### src/rtl/ones_pkg.sv
// Shared types and helpers for the ones-count encode/decode blocks.
package ones_pkg;

  typedef enum logic [1:0] {IDLE, SHIFT, DONE} ones_exp_state_t;

  function automatic int cnt_width(input int w);
    return $clog2(w + 1);
  endfunction

endpackage

### src/rtl/ones_expand_sipo.sv
// Serial-in/parallel-out shift register; shifts right, serial bit enters at the MSB.
module sipo_shift_right #(
  parameter int W = 30
) (
  input  logic         clock,
  input  logic         reset,
  input  logic         clear,
  input  logic         shift_en,
  input  logic         serial_in,
  output logic [W-1:0] par_out
);

  logic [W-1:0] sreg_q;
  logic [W-1:0] sreg_d;

  always_comb begin
    sreg_d = sreg_q;
    if (clear)         sreg_d = '0;
    else if (shift_en) sreg_d = {serial_in, sreg_q[W-1:1]};
  end

  always_ff @(posedge clock or posedge reset) begin
    if (reset) sreg_q <= '0;
    else       sreg_q <= sreg_d;
  end

  assign par_out = sreg_q;

endmodule

### src/rtl/ones_expand.sv
// Serial thermometer generator: builds a W-bit word with the N low bits set,
// one shift per cycle, W+1 cycles from request to valid.
module ones_expand
  import ones_pkg::*;
#(
  parameter int W  = 30,
  parameter int CW = cnt_width(W)
) (
  input  logic          clock,
  input  logic          reset,
  input  logic          cnt_in_ready,
  input  logic [CW-1:0] cnt_in,
  output logic          busy,
  output logic          word_out_ready,
  output logic [W-1:0]  word_out
);

  localparam logic [CW-1:0] W_C      = CW'(W);
  localparam logic [CW-1:0] LAST_C   = CW'(W - 1);
  localparam logic [CW-1:0] ONE_C    = CW'(1);

  ones_exp_state_t state_q, state_d;
  logic [CW-1:0]   rem_q, rem_d;
  logic [CW-1:0]   scnt_q, scnt_d;
  logic            clear, shift_en, serial_bit;

  always_comb begin
    state_d        = state_q;
    rem_d          = rem_q;
    scnt_d         = scnt_q;
    clear          = 1'b0;
    shift_en       = 1'b0;
    serial_bit     = 1'b0;
    busy           = 1'b0;
    word_out_ready = 1'b0;
    case (state_q)
      IDLE: begin
        if (cnt_in_ready) begin
          rem_d   = (cnt_in > W_C) ? W_C : cnt_in;
          scnt_d  = '0;
          clear   = 1'b1;
          state_d = SHIFT;
        end
      end
      SHIFT: begin
        busy       = 1'b1;
        shift_en   = 1'b1;
        serial_bit = (rem_q != '0);
        if (rem_q != '0) rem_d = rem_q - ONE_C;
        scnt_d = scnt_q + ONE_C;
        // scnt reaches W on this edge: last shift done
        if (scnt_q == LAST_C) state_d = DONE;
      end
      DONE: begin
        busy           = 1'b1;
        word_out_ready = 1'b1;
        state_d        = IDLE;
      end
      default: state_d = IDLE;
    endcase
  end

  always_ff @(posedge clock or posedge reset) begin
    if (reset) begin
      state_q <= IDLE;
      rem_q   <= '0;
      scnt_q  <= '0;
    end else begin
      state_q <= state_d;
      rem_q   <= rem_d;
      scnt_q  <= scnt_d;
    end
  end

  sipo_shift_right #(.W(W)) u_sipo (
    .clock     (clock),
    .reset     (reset),
    .clear     (clear),
    .shift_en  (shift_en),
    .serial_in (serial_bit),
    .par_out   (word_out)
  );

endmodule

### config.mk
export PLATFORM = sky130hd
export DESIGN_NAME = ones_expand
export DESIGN_NICKNAME = d
export VERILOG_FILES = /design/src/rtl/ones_pkg.sv /design/src/rtl/ones_expand_sipo.sv /design/src/rtl/ones_expand.sv
export SDC_FILE = /design/constraint.sdc
export NUM_CORES = 1
export LEC_CHECK = 0
export CORE_MARGIN = 3
export CORE_UTILIZATION = 45
export DETAILED_ROUTE_END_ITERATION = 10
export MAX_ROUTING_LAYER = met4
export PLACE_DENSITY = 0.71
export SETUP_SLACK_MARGIN = 0.4
export SLEW_MARGIN = 20
export SYNTH_ARGS = -nofsm -noshare
export SYNTH_HDL_FRONTEND = slang
export SYNTH_SLANG_ARGS = --single-unit
export TNS_END_PERCENT = 50
### constraint.sdc
create_clock -name clock -period 5.4 [get_ports clock]
set_clock_uncertainty 0.15 [all_clocks]
set_input_delay 1.62 -clock clock [delete_from_list [all_inputs] [get_ports clock]]
set_output_delay 1.62 -clock clock [all_outputs]
set_load 0.01 [all_outputs]
==> results of run 1 <==
sequential cells by signal, summed over array words and instances (netlist names):
| name | count |
|---|---|
| u_sipo.par_out | 30 |
| rem_q | 5 |
| scnt_q | 5 |
| state_q | 2 |
metrics by stage:
step | power (mW) | std cells | utilization | worst slack (ns)
after detailed placement | 0.917 | 260 | 0.585 | 1.75
after CTS | 1.13 | 268 | 0.607 | 2.04
final | 1.11 | 268 | 0.607 | 2.06
after global placement | 0.892 | 260 | 0.585 | 1.85
after floorplan | 0.783 | 178 | - | 2.66
after global routing | 1.20 | 268 | 0.607 | 1.89
layout make-up:
class | count | area [sq um] | area share
Clock inverter | 1 | 5.00 | 0.00200
Tap cell | 50 | 62.6 | 0.0251
Inverter | 10 | 37.5 | 0.0150
Timing Repair Buffer | 41 | 405 | 0.162
Clock buffer | 7 | 86.3 | 0.0346
Multi-Input combinational cell | 117 | 850 | 0.340
Sequential cell | 42 | 1050 | 0.421
metal layers:
metal	global-route usage	vias up	part of all wire
met1	0.212	689	0.45
met4	0.0397	0	0.0062
met5	-	-	0
li1	-	688	-
met2	0.287	25	0.50
met3	0.0443	5	0.040
logic make-up after synthesis:
| kind of cell | count (synthesis) |
|---|---|
| compound gates | 24 |
| simple gates | 52 |
| fa+ha+maj | 7 |
| buf+inv | 19 |
| flops | 42 |
| mux | 34 |
cell usage after synthesis (all sizes together), types with 2 or more instances:
| cell | instances | area share |
|---|---|---|
| nor2 | 30 | 0.057 |
| dfrtp | 42 | 0.53 |
| o21a | 2 | 0.011 |
| mux2i | 32 | 0.16 |
| clkbuf | 2 | 0.0038 |
| nor2b | 3 | 0.0095 |
| or3 | 2 | 0.0063 |
| inv | 10 | 0.019 |
| nand2b | 2 | 0.0063 |
| ha | 7 | 0.044 |
| o21ai | 5 | 0.013 |
| nor3 | 2 | 0.0051 |
| a21oi | 7 | 0.018 |
| o22ai | 2 | 0.0063 |
| nand2 | 4 | 0.0076 |
| buf | 7 | 0.019 |
| mux2 | 2 | 0.011 |
| nand4 | 2 | 0.0063 |
cells in the final DEF, fill, tap and decap left out, drive strengths merged, types with 2 or more instances in the layout:
| master | count |
|---|---|
| o21a | 2 |
| clkdlybuf4s50 | 39 |
| nor2b | 3 |
| mux2i | 32 |
| or3 | 2 |
| nand2 | 4 |
| nor3 | 2 |
| nor2 | 30 |
| clkbuf | 7 |
| o22ai | 2 |
| nand4 | 2 |
| o21ai | 5 |
| ha | 7 |
| mux2 | 2 |
| buf | 2 |
| nand2b | 2 |
| dfrtp | 42 |
| inv | 10 |
| a21oi | 7 |
power groups by stage:
| stage | logic (mW) | clock network (mW) | registers (mW) |
|---|---|---|---|
| CTS | 0.476 | 0.212 | 0.438 |
| floorplan | 0.344 | 0 | 0.439 |
| global placement | 0.454 | 0 | 0.438 |
| finish | 0.470 | 0.205 | 0.439 |
| detailed placement | 0.474 | 0 | 0.443 |
| global route | 0.522 | 0.227 | 0.447 |
final timing paths:
check | cells past startpoint | endpoint | slack [ns] | start
worst max-delay path | 4 | rem_q[4]$_DFFE_PP0P_ | 2.06 | cnt_in_ready
worst min-delay path | 2 | u_sipo.par_out[0]$_DFFE_PP0P_ | 0.40 | u_sipo.par_out[0]$_DFFE_PP0P_
worst max register to register | 6 | scnt_q[4]$_DFFE_PP0P_ | 2.85 | state_q[1]$_DFFE_PP0P_
worst min register to register | 2 | u_sipo.par_out[0]$_DFFE_PP0P_ | 0.40 | u_sipo.par_out[0]$_DFFE_PP0P_
max in group asynchronous | 3 | u_sipo.par_out[8]$_DFFE_PP0P_ | 2.86 | reset
min in group asynchronous | 2 | u_sipo.par_out[20]$_DFFE_PP0P_ | 1.50 | reset
critical path, stage by stage:
cell and delay (ns):
clkdlybuf4s50_1 0.57, and2_1 0.84, a2bb2oi_1 0.15, o22ai_1 0.21
==> metrics.txt, run 1 <==
Final Cycle Share 0.618; CTS Buf Count 5; maxcap violations 0; TritonCTS clock tree done; unrepaired setup endpoints after global routing no; layout cell share with drive strength beyond 1 0.0780; Post-Synth Adder-Cell Area 0.0442; first-pass GRT wire length 6930 um; Hold Crit Class register to register; CP startpoint kind input port; Die Area 5230 sq um; Post-Synth Simple-Gate Area 0.126; Die Y 72.3 um; CP required ~5.5 ns; Sw Ratio 0.365; hold_ws between 0.3 and 0.4 ns; Synth Area in Compound Gates 0.0821; Sink Count 42; Worst-path clk slew 0.08 ns; xor/xnor share of the synthesized area 0; Port Buffers 39; filler cell count in the final layout between 300 and 400; GRT Total Usage 0.173; DR WL/cell 15.1 um; post-synthesis cell count 178; DP HPWL ~2900 um; worst vdd ir 0.233 mV; CTS root buf clkbuf_8; worst-skew pair later-pin latency 0.29 ns; Layout Nets 232; Clock power frac 0.184; CTS Hold Bufs 0; DRT Pass-1 Iters 4; Crit Path Class input port to register; fmax ~300 MHz; CTS Buffer Depth 2; internal power 708 uW; status finished, final reports clean; Leakage 1.19 nW; I/O pin count 40; largest family of logic cells by synthesized area multiplexers; placed cell area 2410 sq um; Placer Congestion 0.799; Iteration-0 DRC Markers 62; largest net degree at the start of global routing 31; syn avg cell area 11.1 sq um; Post-Route WL 4060 um; H-tree levels 2; DRC viols 0; crit-path max FO 30; register area share after synthesis 0.531; EDFF count, synth 0; Fin. Hold Viols 0; Synth Flop Type dfrtp_1; setup violators final 0; ys async rst share 1.00; actual slew at the worst max-slew pin 1.03 ns; #FFs+latches synth 42; Synth cell types 36; row cnt 23; vias in the first global route 1505; chip width 72.3 um; Rel. slew slack 0.317; n_diodes 0; Final Cell Area ~2500 sq um; Via Count 1407; Combinational Power Share 0.422; PD cells 446 nW/um^2; Synthesis Warnings 0; element type at the critical path end register; total gr overflow 0; mux cell area share after synthesis 0.175; setup repair bufs after CTS 0; P_sw slightly above 400 uW; Syn Nets 193; Flop pwr share 0.394; Mapped Area 1980 sq um; Starting Density 0.481; Syn-to-layout area delta 26.1%; arrival time worst endpoint 3.39 ns; CORE AREA ~4100 sq um; post-CTS resize count 0; Final TNS setup 0 ns; number of antenna violations at the first check in global routing 0; Via-to-Cell Ratio between 5 and 6; ANT nets after route 0; Final Max Slew Viols 0; crit path time final 3.34 ns
No activity file was read; power rests on OpenSTA's default activity.
==> inputs of run 2 (changes only) <==
- clock period: 5.4 -> 3.2 ns (I/O delays scaled with it)
==> run 2 against run 1 <==
Clock power up 100%. Global-route usage grew 0.94 points. Highest routed layer unchanged. Register-to-register slack worse by 1.8 ns.
==> metrics.txt, run 2 (synthesized netlist as in run 1, its figures left out) <==
total gr overflow 0 (unchanged); worst-skew pair later-pin latency 0.29 ns (about the same); I/O pin count 40 (unchanged); Syn-to-layout area delta 28.0%; Via-to-Cell Ratio 5.38 (+2.5%); H-tree levels 2 (unchanged); CTS Buffer Depth 2 (unchanged); worst vdd ir 0.491 mV (+110%); Rel. slew slack 0.648 (+0.331); Via Count 1448 (+2.9%); DRT Pass-1 Iters 4 (unchanged); Starting Density 0.481 (unchanged); Sink Count 42 (unchanged); n_diodes 0 (unchanged); fmax 376 MHz; number of antenna violations at the first check in global routing 0 (unchanged); CTS Buf Count 5 (unchanged); vias in the first global route 1512 (+0.47%); GRT Total Usage 0.182 (+0.00938); arrival time worst endpoint 1.55 ns (-1.84 ns); Final Power 1.96 mW (+76%); CTS Hold Bufs 0 (unchanged); unrepaired setup endpoints after global routing no; DR WL/cell 15.5 um (+2.6%); Crit Path Class register to output pin; DP HPWL 2890 um (-1.9%); Hold Crit Class register to register; CP required 2.09 ns (-3.36 ns); Worst-path clk slew 0.08 ns (about the same); Final Max Slew Viols 0 (unchanged); largest net degree at the start of global routing 33 (+6.5%); actual slew at the worst max-slew pin 0.528 ns (-0.497 ns); Post-Route WL 4180 um (+3.0%); Iteration-0 DRC Markers 67 (+8.1%); post-CTS resize count 0 (unchanged); Port Buffers 39 (unchanged); ANT nets after route 0 (unchanged); PD cells 773 nW/um^2 (+73%); CORE AREA 4120 sq um (unchanged); first-pass GRT wire length 7270 um (+4.8%); Die Area 5230 sq um (unchanged); Fin. Hold Viols 0 (unchanged); layout cell share with drive strength beyond 1 0.0868 (+0.00878); Final Cycle Share 0.832; setup violators final 0 (unchanged); CP startpoint kind register; most frequent cells in the layout 42 x dfrtp_1, 39 x clkdlybuf4s50_1, 31 x mux2i_1; Final TNS setup 0 ns (unchanged); Leakage 1.21 nW (+1.6%); Final Util 0.616 (+0.00912); maxcap violations 0 (unchanged); commonest non-fill, non-tap cell in the layout dfrtp_1; number of flip-flops in the largest register 30 (unchanged); Placer Congestion 0.820 (+2.7%); status finished, final reports clean; Layout Nets 233 (+0.43%); TritonCTS clock tree done; filler cell count in the final layout 335 (-2.3%); crit path time final 2.66 ns; element type at the critical path end output pin; CTS root buf clkbuf_8; row cnt 23 (unchanged); DRC viols 0 (unchanged); chip width 72.3 um (unchanged); crit-path max FO 3 (-90%); Die Y 72.3 um (unchanged); setup repair bufs after CTS 0 (unchanged)
==> run 2: cell types whose count changed in the layout (fill, tap and decap cells not counted), sizes merged <==
cell | previous run | this run
clkbuf | 7 | 5
buf | 2 | 3
clkinv | 1 | 2
bufinv | 0 | 1
==> run 2: through the flow <==
stage	hold slack (ns)	cells	worst slack, ns	area [sq um]
2_1_floorplan	0.354	178	1.12	1980
3_3_place_gp	0.360	261	0.744	2430
3_5_place_dp	0.388	261	0.671	2430
4_1_cts	0.406	269	0.512	2530
5_1_grt	0.433	269	0.433	2530
6_report	0.401	269	0.537	2530
==> run 2: final timing paths <==
| path | start | slack [ns] | depth (start not counted) | end |
|---|---|---|---|---|
| setup / recovery | state_q[0]$_DFFE_PP0P_ | 0.54 | 3 | busy |
| hold / removal | state_q[0]$_DFFE_PP0P_ | 0.40 | 1 | state_q[0]$_DFFE_PP0P_ |
| setup reg to reg | state_q[1]$_DFFE_PP0P_ | 1.10 | 5 | state_q[0]$_DFFE_PP0P_ |
| hold reg to reg | state_q[0]$_DFFE_PP0P_ | 0.40 | 1 | state_q[0]$_DFFE_PP0P_ |
| max in group asynchronous | reset | 1.51 | 3 | scnt_q[0]$_DFFE_PP0P_ |
| min in group asynchronous | reset | 0.85 | 2 | u_sipo.par_out[19]$_DFFE_PP0P_ |
==> run 2: routing by layer <==
layer	vias to the layer above	routed length, um	global-route usage
met3	6	204	0.0512
li1	693	-	-
met5	-	0	-
met4	0	58	0.0564
met1	715	1870	0.233
met2	34	2050	0.282
==> run 2: cell type report <==
cell class	instances	area, sq um	area share
clock buffer	5	68.8	0.0271
tap	50	62.6	0.0247
clock inverter	3	40.0	0.0158
inverter	10	37.5	0.0148
sequential	42	1050	0.415
multi-input combinational	117	850	0.335
timing repair buffer	42	425	0.168
==> run 2: power breakdown <==
group          switching (mW)  internal (mW)  total, mW
Combinational           0.420          0.388      0.808
Clock                   0.183          0.230      0.413
Sequential              0.100          0.639      0.739
==> run 2: critical path, cell delays in order, from the launching register on <==
cell	delay [ns]
dfrtp_1	0.37
inv_1	0.09
ha_1	0.28
clkdlybuf4s50_1	0.52
==> RTL change, RTL diff (flow settings as in run 1) <==
Make the reset (`reset`) synchronous in 2 clocked blocks.
--- a/src/rtl/ones_expand_sipo.sv
+++ b/src/rtl/ones_expand_sipo.sv
@@ -21,3 +21,3 @@
 
-  always_ff @(posedge clock or posedge reset) begin
+  always_ff @(posedge clock) begin
     if (reset) sreg_q <= '0;
--- a/src/rtl/ones_expand.sv
+++ b/src/rtl/ones_expand.sv
@@ -62,3 +62,3 @@
 
-  always_ff @(posedge clock or posedge reset) begin
+  always_ff @(posedge clock) begin
     if (reset) begin
Behaviour: differs if reset is asserted again (counterexample within 4 cycles, from zero or initial values and one cycle with reset high); with reset held inactive, the same outputs for 10 cycles.
==> RTL change against run 1 <==
Global-route usage shrank 0.52 points. Design area decreased by 5.8%. Area after synthesis fell by 8.0%. Sequential cell count did not move. Register-to-register slack better by 0.34 ns. Total power decreased by 24%. Critical path depth is 1 lower. Setup slack worse by 0.039 ns. Synthesized cell count is 3.9% higher. Routed wire length fell by 7.8%. Critical path type is now reg -> out. Largest power group is now sequential cells. Highest routed layer unchanged.
==> RTL change: results (changes against run 1) <==
** Global route
- The number of global-route vias before repair was 1,419 (-5.7%).
- GRT met2 Usage :: 0.255 (-0.0319)
- Grt met3 use :: 0.0449 (+0.000606)
- Grt met1 use :: 0.204 (-0.00879)
- The combined global-route utilization of all metal layers came to 0.168 (-0.00521).
- The pin count of the biggest net entering global routing was 44 (+42%).
- First-pass GRT wire length :: 6450 um (-7.0%)

** Worst setup path
- The biggest cell delay along the critical path was 0.52 ns (-0.32 ns).
- The most critical setup path has its startpoint at state_q[0]$_SDFFE_PP0P_.
- For this design, the slowest cell found on the critical path is sky130_fd_sc_hd__clkdlybuf4s50_1.
- Register-to-register path setup slack :: 3.19 ns (+0.34 ns)

** Yosys
- Most common flop cell mapped by yosys :: sky130_fd_sc_hd__dfxtp_1
- By area the synthesized netlist is led by sky130_fd_sc_hd__dfxtp_1, sky130_fd_sc_hd__mux2i_1, sky130_fd_sc_hd__nor2_1.
- The sequential cell area fraction in the yosys report is 0.462 (-0.0691).
- Synthesized Nets :: 200 (+3.6%)
- Average instance area after synthesis :: 9.85 sq um (-12%)
- The post-synthesis cell type count is 40 (+11%).

** Routing
- Routed met1 length :: 1680 um (-8.0%)
- The count of routing violations after the opening detailed-route iteration was 71 (+15%).
- Routed met2 length :: 1760 um (-14%)
- DR pass1 iterations :: 5 (+1)

** Min path
- The startpoint identified for the worst hold timing path is rem_q[4]$_SDFFE_PP0P_.
- The path with the worst hold slack has its endpoint at rem_q[4]$_SDFFE_PP0P_.

** Status
- Status :: complete, no violations

** Place
- Routability-driven placement congestion ratio :: 0.763 (-4.4%)
- Number of placed instances, taps included :: 264 (+1.5%)
- Pre-CTS setup slack :: 1.78 ns (+0.0322 ns)

** Power and ir drop
- Clk network pwr share :: 0.289 (+0.105)
- Total power consumption of the routed design :: 0.846 mW (-24%)
- The sequential logic power is 0.345 mW (-21%).
- Worst-case vdd ir drop :: 0.183 mV (-21%)
- Net switching share of the total power :: 0.313 (-0.0517)

** Cells and area
- Final nets :: 238 (+2.6%)
- Non-filler cells, final :: 272 (+1.5%)

** Timing
- The worst hold slack was 0.333 ns (-0.0631 ns).
- The final period demand of the worst path was 3.38 ns (+0.0391 ns).
RTL change: cell types whose count changed after synthesis, moves of 3 or more:
cell                       delta
sky130_fd_sc_hd__nor2_1       +3
sky130_fd_sc_hd__o21ai_0      -4
sky130_fd_sc_hd__buf_2        -4
sky130_fd_sc_hd__dfxtp_1     +42
sky130_fd_sc_hd__nand2b_1     +4
sky130_fd_sc_hd__o21ai_1      +3
sky130_fd_sc_hd__dfrtp_1     -42
RTL change: logic make-up (layout without fill, tap and decap cells):
family                     count (synthesis)  in the layout  share of synthesized area
and+or+nand+nor                           59             59                      0.163
buffers and inverters                     18             57                     0.0446
muxes                                     32             32                      0.177
DFF                                       42             42                      0.462
adders and majority gates                  7              7                     0.0481
AOI/OAI and AO/OA                         27             27                      0.106
RTL change: area by class of cell:
class	instances	area (sq um)
Multi-Input combinational cell	125	912
Fill cell	308	1420
Clock buffer	5	68.8
Tap cell	48	60.1
Timing Repair Buffer	40	398
Inverter	9	33.8
Sequential cell	42	841
Clock inverter	3	40.0
